File: config.mk
export PLATFORM = sky130hd
export DESIGN_NAME = lc3b_fetch_queue
export DESIGN_NICKNAME = d
export VERILOG_FILES = /design/src/rtl/lc3b_fetch_queue.sv
export SDC_FILE = /design/constraint.sdc
export NUM_CORES = 1
export LEC_CHECK = 0
export CORE_AREA = 2 2 166 168
export CTS_CLUSTER_DIAMETER = 200
export DETAILED_ROUTE_END_ITERATION = 8
export DIE_AREA = 0 0 168 170
export PLACE_DENSITY_LB_ADDON = 0.3
export SKIP_LAST_GASP = 1
export SYNTH_ARGS = -nofsm -noshare
export SYNTH_HDL_FRONTEND = slang
export SYNTH_SLANG_ARGS = --single-unit
export TNS_END_PERCENT = 10
File: constraint.sdc
create_clock -name clk -period 5.55 [get_ports clk]
set_input_delay 0.8325 -clock clk [delete_from_list [all_inputs] [get_ports clk]]
set_output_delay 0.8325 -clock clk [all_outputs]
set_load 0.03 [all_outputs]
File: src/rtl/lc3b_fetch_queue.sv
// LC-3b instruction prefetch queue feeding the decode latch, with branch/trap redirect.
// Optional build macro LC3B_FETCH_BYPASS_EN: an empty queue forwards the fetched word straight into decode.
module lc3b_fetch_queue #(
  parameter int          DEPTH    = 4,
  parameter logic [15:0] RESET_PC = 16'h3000,
  parameter int          CW       = 3
) (
  input  logic          clk,
  input  logic          rst,
  input  logic          dep_stall,
  input  logic          mem_stall,
  input  logic          v_de_br_stall,
  input  logic          v_agex_br_stall,
  input  logic          v_mem_br_stall,
  input  logic [1:0]    mem_pcmux,
  input  logic [15:0]   target_pc,
  input  logic [15:0]   trap_pc,
  output logic [15:0]   imem_addr,
  output logic          imem_req,
  input  logic [15:0]   imem_rdata,
  input  logic          imem_r,
  output logic [15:0]   pc,
  output logic [15:0]   de_npc,
  output logic [15:0]   de_ir,
  output logic          de_v,
  output logic [CW-1:0] q_count
);

  localparam int AW = (DEPTH > 1) ? $clog2(DEPTH) : 1;

  logic [15:0]   q_npc [DEPTH];
  logic [15:0]   q_ir  [DEPTH];
  logic [AW-1:0] rd_ptr, wr_ptr;

  logic        redirect, full, empty, push, pop, enq, bypass, ld_de, br_any;
  logic [15:0] redirect_pc, pc_inc;

  assign redirect    = ((mem_pcmux == 2'b01) || (mem_pcmux == 2'b10)) && !mem_stall;
  assign redirect_pc = (mem_pcmux == 2'b10) ? trap_pc : target_pc;
  assign full        = (q_count == CW'(DEPTH));
  assign empty       = (q_count == '0);
  assign ld_de       = !dep_stall && !mem_stall;
  assign br_any      = v_de_br_stall || v_agex_br_stall || v_mem_br_stall;
  assign pc_inc      = pc + 16'd2;

  assign imem_req  = !full && !redirect;
  assign imem_addr = pc;
  assign push      = imem_req && imem_r;
  assign pop       = ld_de && !br_any && !empty && !redirect;

`ifdef LC3B_FETCH_BYPASS_EN
  // Only an empty queue can bypass, so FIFO order is never violated.
  assign bypass = push && empty && ld_de && !br_any;
`else
  assign bypass = 1'b0;
`endif

  assign enq = push && !bypass;

  always_ff @(posedge clk) begin
    if (enq) begin
      q_npc[wr_ptr] <= pc_inc;
      q_ir[wr_ptr]  <= imem_rdata;
    end
  end

  always_ff @(posedge clk or posedge rst) begin
    if (rst) begin
      pc      <= RESET_PC;
      rd_ptr  <= '0;
      wr_ptr  <= '0;
      q_count <= '0;
      de_v    <= 1'b0;
      de_npc  <= '0;
      de_ir   <= '0;
    end else if (redirect) begin
      pc      <= redirect_pc;
      rd_ptr  <= '0;
      wr_ptr  <= '0;
      q_count <= '0;
      if (!dep_stall) de_v <= 1'b0;
    end else begin
      if (push) pc <= pc_inc;
      if (enq)  wr_ptr <= wr_ptr + AW'(1);
      if (pop)  rd_ptr <= rd_ptr + AW'(1);
      case ({enq, pop})
        2'b10:   q_count <= q_count + CW'(1);
        2'b01:   q_count <= q_count - CW'(1);
        default: q_count <= q_count;
      endcase
      if (ld_de) begin
        if (pop) begin
          de_npc <= q_npc[rd_ptr];
          de_ir  <= q_ir[rd_ptr];
          de_v   <= 1'b1;
        end else if (bypass) begin
          de_npc <= pc_inc;
          de_ir  <= imem_rdata;
          de_v   <= 1'b1;
        end else begin
          de_v <= 1'b0;
        end
      end
    end
  end

endmodule

==> flow_metrics.py <==
metrics = {
    "setup_path": {
        "crit_type": "in2out",
        "required_ps": 4720,
        "cp-end-kind": "primary output",
        "rr_endpoint": "q_count[2]",
        "slowest_stage": "clkdlybuf4s50_1",
        "ff2ff_path_depth": 7,
        "crit_chain": "clkdlybuf4s50_1, inv_1, ha_1, nor2_1, nor2_1, clkdlybuf4s50_1",
        "start_kind": "input pin",
        "crit_path_max_incr_delay_ps": 630,
        "path_buf_inv": 3,
        "worst-r2r-setup-slack_ps": 2660,
        "timing.rr.start": "q_count[0]",
        "cp.arrival_ps": 2990,
        "cp_top_family": "buffers and inverters",
        "critPathMaxFanout": 10,
    },
    "grt": {
        "grt_usage_pct": 12.74,
        "antenna_found_initial": 0,
        "first_global_vias": 4506,
        "grt_first_pass_wirelength_um": 26660,
        "grt_max_degree": 57,
        "grt-ovfl-total": 0,
    },
    "synthesis": {
        "netlist_area_um2": 7931,
        "synth_warnings": 0,
        "yosys.area.top_type": "edfxtp_1",
        "syn-num-nets": 535,
        "synth-async-reset-ratio_pct": 30.43,
        "yosys_most_used_dff": "edfxtp_1",
        "ys_seq_elements": 184,
        "postSynthCellCount": 470,
        "ys_types": 51,
        "synth-edff-count": 128,
        "synth_top_area_share_pct": 48.46,
        "ys_seq_area_share_pct": 66.16,
        "avgSynthCellArea_um2": 16.88,
        "synthTopCellsByArea": "edfxtp_1 (48%), dfrtp_1 (17%), mux4_2 (9.1%)",
    },
    "sta": {
        "final.setup.tns_ps": 0,
        "timing.fmax_mhz": 261.7,
        "slew_violations": 0,
        "setup_ws_ps": 1729,
        "setup_viol": 0,
        "final-hold-violation-count": 0,
        "worstMarginPinSlew_ps": 1130,
        "layout_min_cycle_time_ps": 3821,
        "clock_skew_ps": 7.630,
        "slew-limit-headroom_pct": 24.69,
        "rsz0062_at_grt": "false",
        "period_share_pct": 68.85,
    },
    "finish": {
        "layout_common_cells": "edfxtp_1 (128), clkdlybuf4s50_1 (126), dfrtp_1 (52), mux4_2 (32), mux2_4 (29)",
        "area_delta_synth_final_pct": 24.88,
        "n_antenna_cell": 0,
        "final_nets": 639,
        "final_common_cell": "edfxtp_1",
        "layout-drive-gt1-share_pct": 19.25,
    },
    "detailed_routing": {
        "drt-total-wl_um": 17470,
        "first_pass_iters": 4,
        "remaining_drc_errors": 0,
        "drtIter0Drc": 232,
        "post_drt_wl_per_cell_um": 18.82,
        "vias_per_cell": 4.601,
        "detail-route-antenna-nets": 0,
        "num_vias": 4270,
    },
    "power_and_ir_drop": {
        "vdd_drop_max_mv": 0.2102,
        "pwr-share-clk_pct": 23.9,
        "swShare_pct": 33.72,
        "power.internal_mw": 3.135,
        "pwr-share-seq_pct": 44.2,
        "p_sw_mw": 1.595,
        "combPwrFrac_pct": 31.9,
        "power_leakage_nw": 3.420,
        "power.density_nw_per_um2": 477.6,
    },
    "floorplan": {
        "rows": 60,
        "die-width_um": 168,
        "floorplan.initialDensity_pct": 29.76,
        "ios": 127,
        "die_h_um": 170,
        "core_um2": 26650,
        "die_area_um2": 28560,
    },
    "hold_path": {
        "min-delay-path-class": "reg2reg",
        "hold_end": "de_ir[3]",
        "hold_start": "de_ir[3]",
        "holdPathStages": 1,
    },
    "run_status": {
        "status": "completed",
    },
    "placement": {
        "port_buffers": 126,
        "gp_congestion": 0.7507,
        "pre_cts_slack_ps": 1485,
        "dp_hpwl_um": 11140,
    },
    "clock_tree": {
        "cts_setup_buffers": 0,
        "cts_made_buffers": 17,
        "clock_latency_ps": 430,
        "ctsResizeCount": 0,
        "holdBufCountCts": 0,
        "clk_path_buf_depth": 2,
        "clk_pin_slew_ps": 70,
        "cts_sinks": 184,
        "cts_tree": "built",
        "htree_num_levels": 4,
        "clock-root-buffer": "clkbuf_16",
    },
    "job": {
        "drv_cap": 0,
    },
}
[layer usage]
layer	vias up	track usage, %	wire [um]
met1	2138	16.52	7657
met3	7	3.256	1006
met2	126	21.33	8717
li1	1999	-	-
met5	-	0	0
met4	0	3.403	87
[stage by stage]
stage | cell area [um2] | cells | hold WS, ps | utilization [%] | total power, mW
final | 9905 | 928 | 510.9 | 37.16 | 4.730
after global routing | 9905 | 928 | 530.2 | 37.16 | 4.962
after CTS | 9905 | 928 | 515.2 | 37.16 | 4.792
after detailed placement | 9348 | 896 | 497.5 | 35.08 | 3.654
after global placement | 9348 | 896 | 496.5 | 35.08 | 3.617
after floorplan | 7931 | 470 | 518.4 | - | 3.043
[cells by family (layout without fill, tap and decap cells)]
group	after synthesis	after routing	share of synthesized area, %
AOI/OAI and AO/OA	46	46	3.912
xor gates and xnor gates	23	23	2.713
adders and majority gates	7	7	1.199
buffers and inverters	51	168	4.086
DFF	184	184	66.16
muxes	68	68	15.52
and+or+nand+nor	91	91	6.405
[synthesized netlist by cell type (all sizes together), types with 2 or more instances]
cell type  count
a211oi        13
a21oi          7
a31oi          7
and2           4
and3           8
and4           2
buf           27
clkbuf        16
dfrtp         54
dfstp          2
edfxtp       128
ha             6
inv            8
mux2          33
mux2i          3
mux4          32
nand2         14
nand3         11
nand4          8
nor2          13
nor2b         13
nor3           2
nor3b          3
nor4           2
o211ai         4
o21a           2
o21ai          6
or3            6
xnor2         10
xor2          12
[worst max-delay path by stage]
| stage | to | cells past startpoint | slack, ps | start |
|---|---|---|---|---|
| 5_1_grt | imem_req | 6 | 1680 | mem_pcmux[0] |
| 3_5_place_dp | q_count[2] | 9 | 1490 | mem_pcmux[0] |
| 3_3_place_gp | q_count[2] | 9 | 1690 | mem_pcmux[0] |
| 6_report | imem_req | 6 | 1730 | mem_pcmux[0] |
| 4_1_cts | imem_req | 6 | 1740 | mem_pcmux[0] |
| 2_1_floorplan | q_count[2] | 10 | 2220 | mem_pcmux[0] |
[cell type report]
| class | instances | area (um2) |
|---|---|---|
| Inverter | 8 | 30.03 |
| Clock buffer | 18 | 439.2 |
| Timing Repair Buffer | 128 | 1276 |
| Multi-Input combinational cell | 235 | 2365 |
| Clock inverter | 14 | 117.6 |
| Sequential cell | 184 | 5250 |
| Tap cell | 341 | 426.7 |
| Fill cell | 2444 | 16750 |
[worst reg2reg max path, cell delays in order, from the launching register on]
cell	delay, ps
dfrtp_1	480
or3_1	420
and3_1	290
and3_1	200
fa_1	440
or3_1	400
o21a_1	170
o311ai_0	350
[registers in the layout, indices dropped and copies added, names as in the netlist]
| signal | cells |
|---|---|
| de_npc | 16 |
| de_v | 1 |
| q_ir | 64 |
| de_ir | 16 |
| wr_ptr | 2 |
| imem_addr | 16 |
| rd_ptr | 2 |
| q_npc | 64 |
| q_count | 3 |
[power groups by stage]
stage | Clock (mW) | Sequential [mW] | Combinational, mW
detailed placement | 0 | 2.13 | 1.53
global placement | 0 | 2.11 | 1.51
floorplan | 0 | 2.31 | 0.729
CTS | 1.16 | 2.10 | 1.53
global route | 1.22 | 2.13 | 1.61
finish | 1.13 | 2.09 | 1.51
No activity file was read; power rests on OpenSTA's default activity.
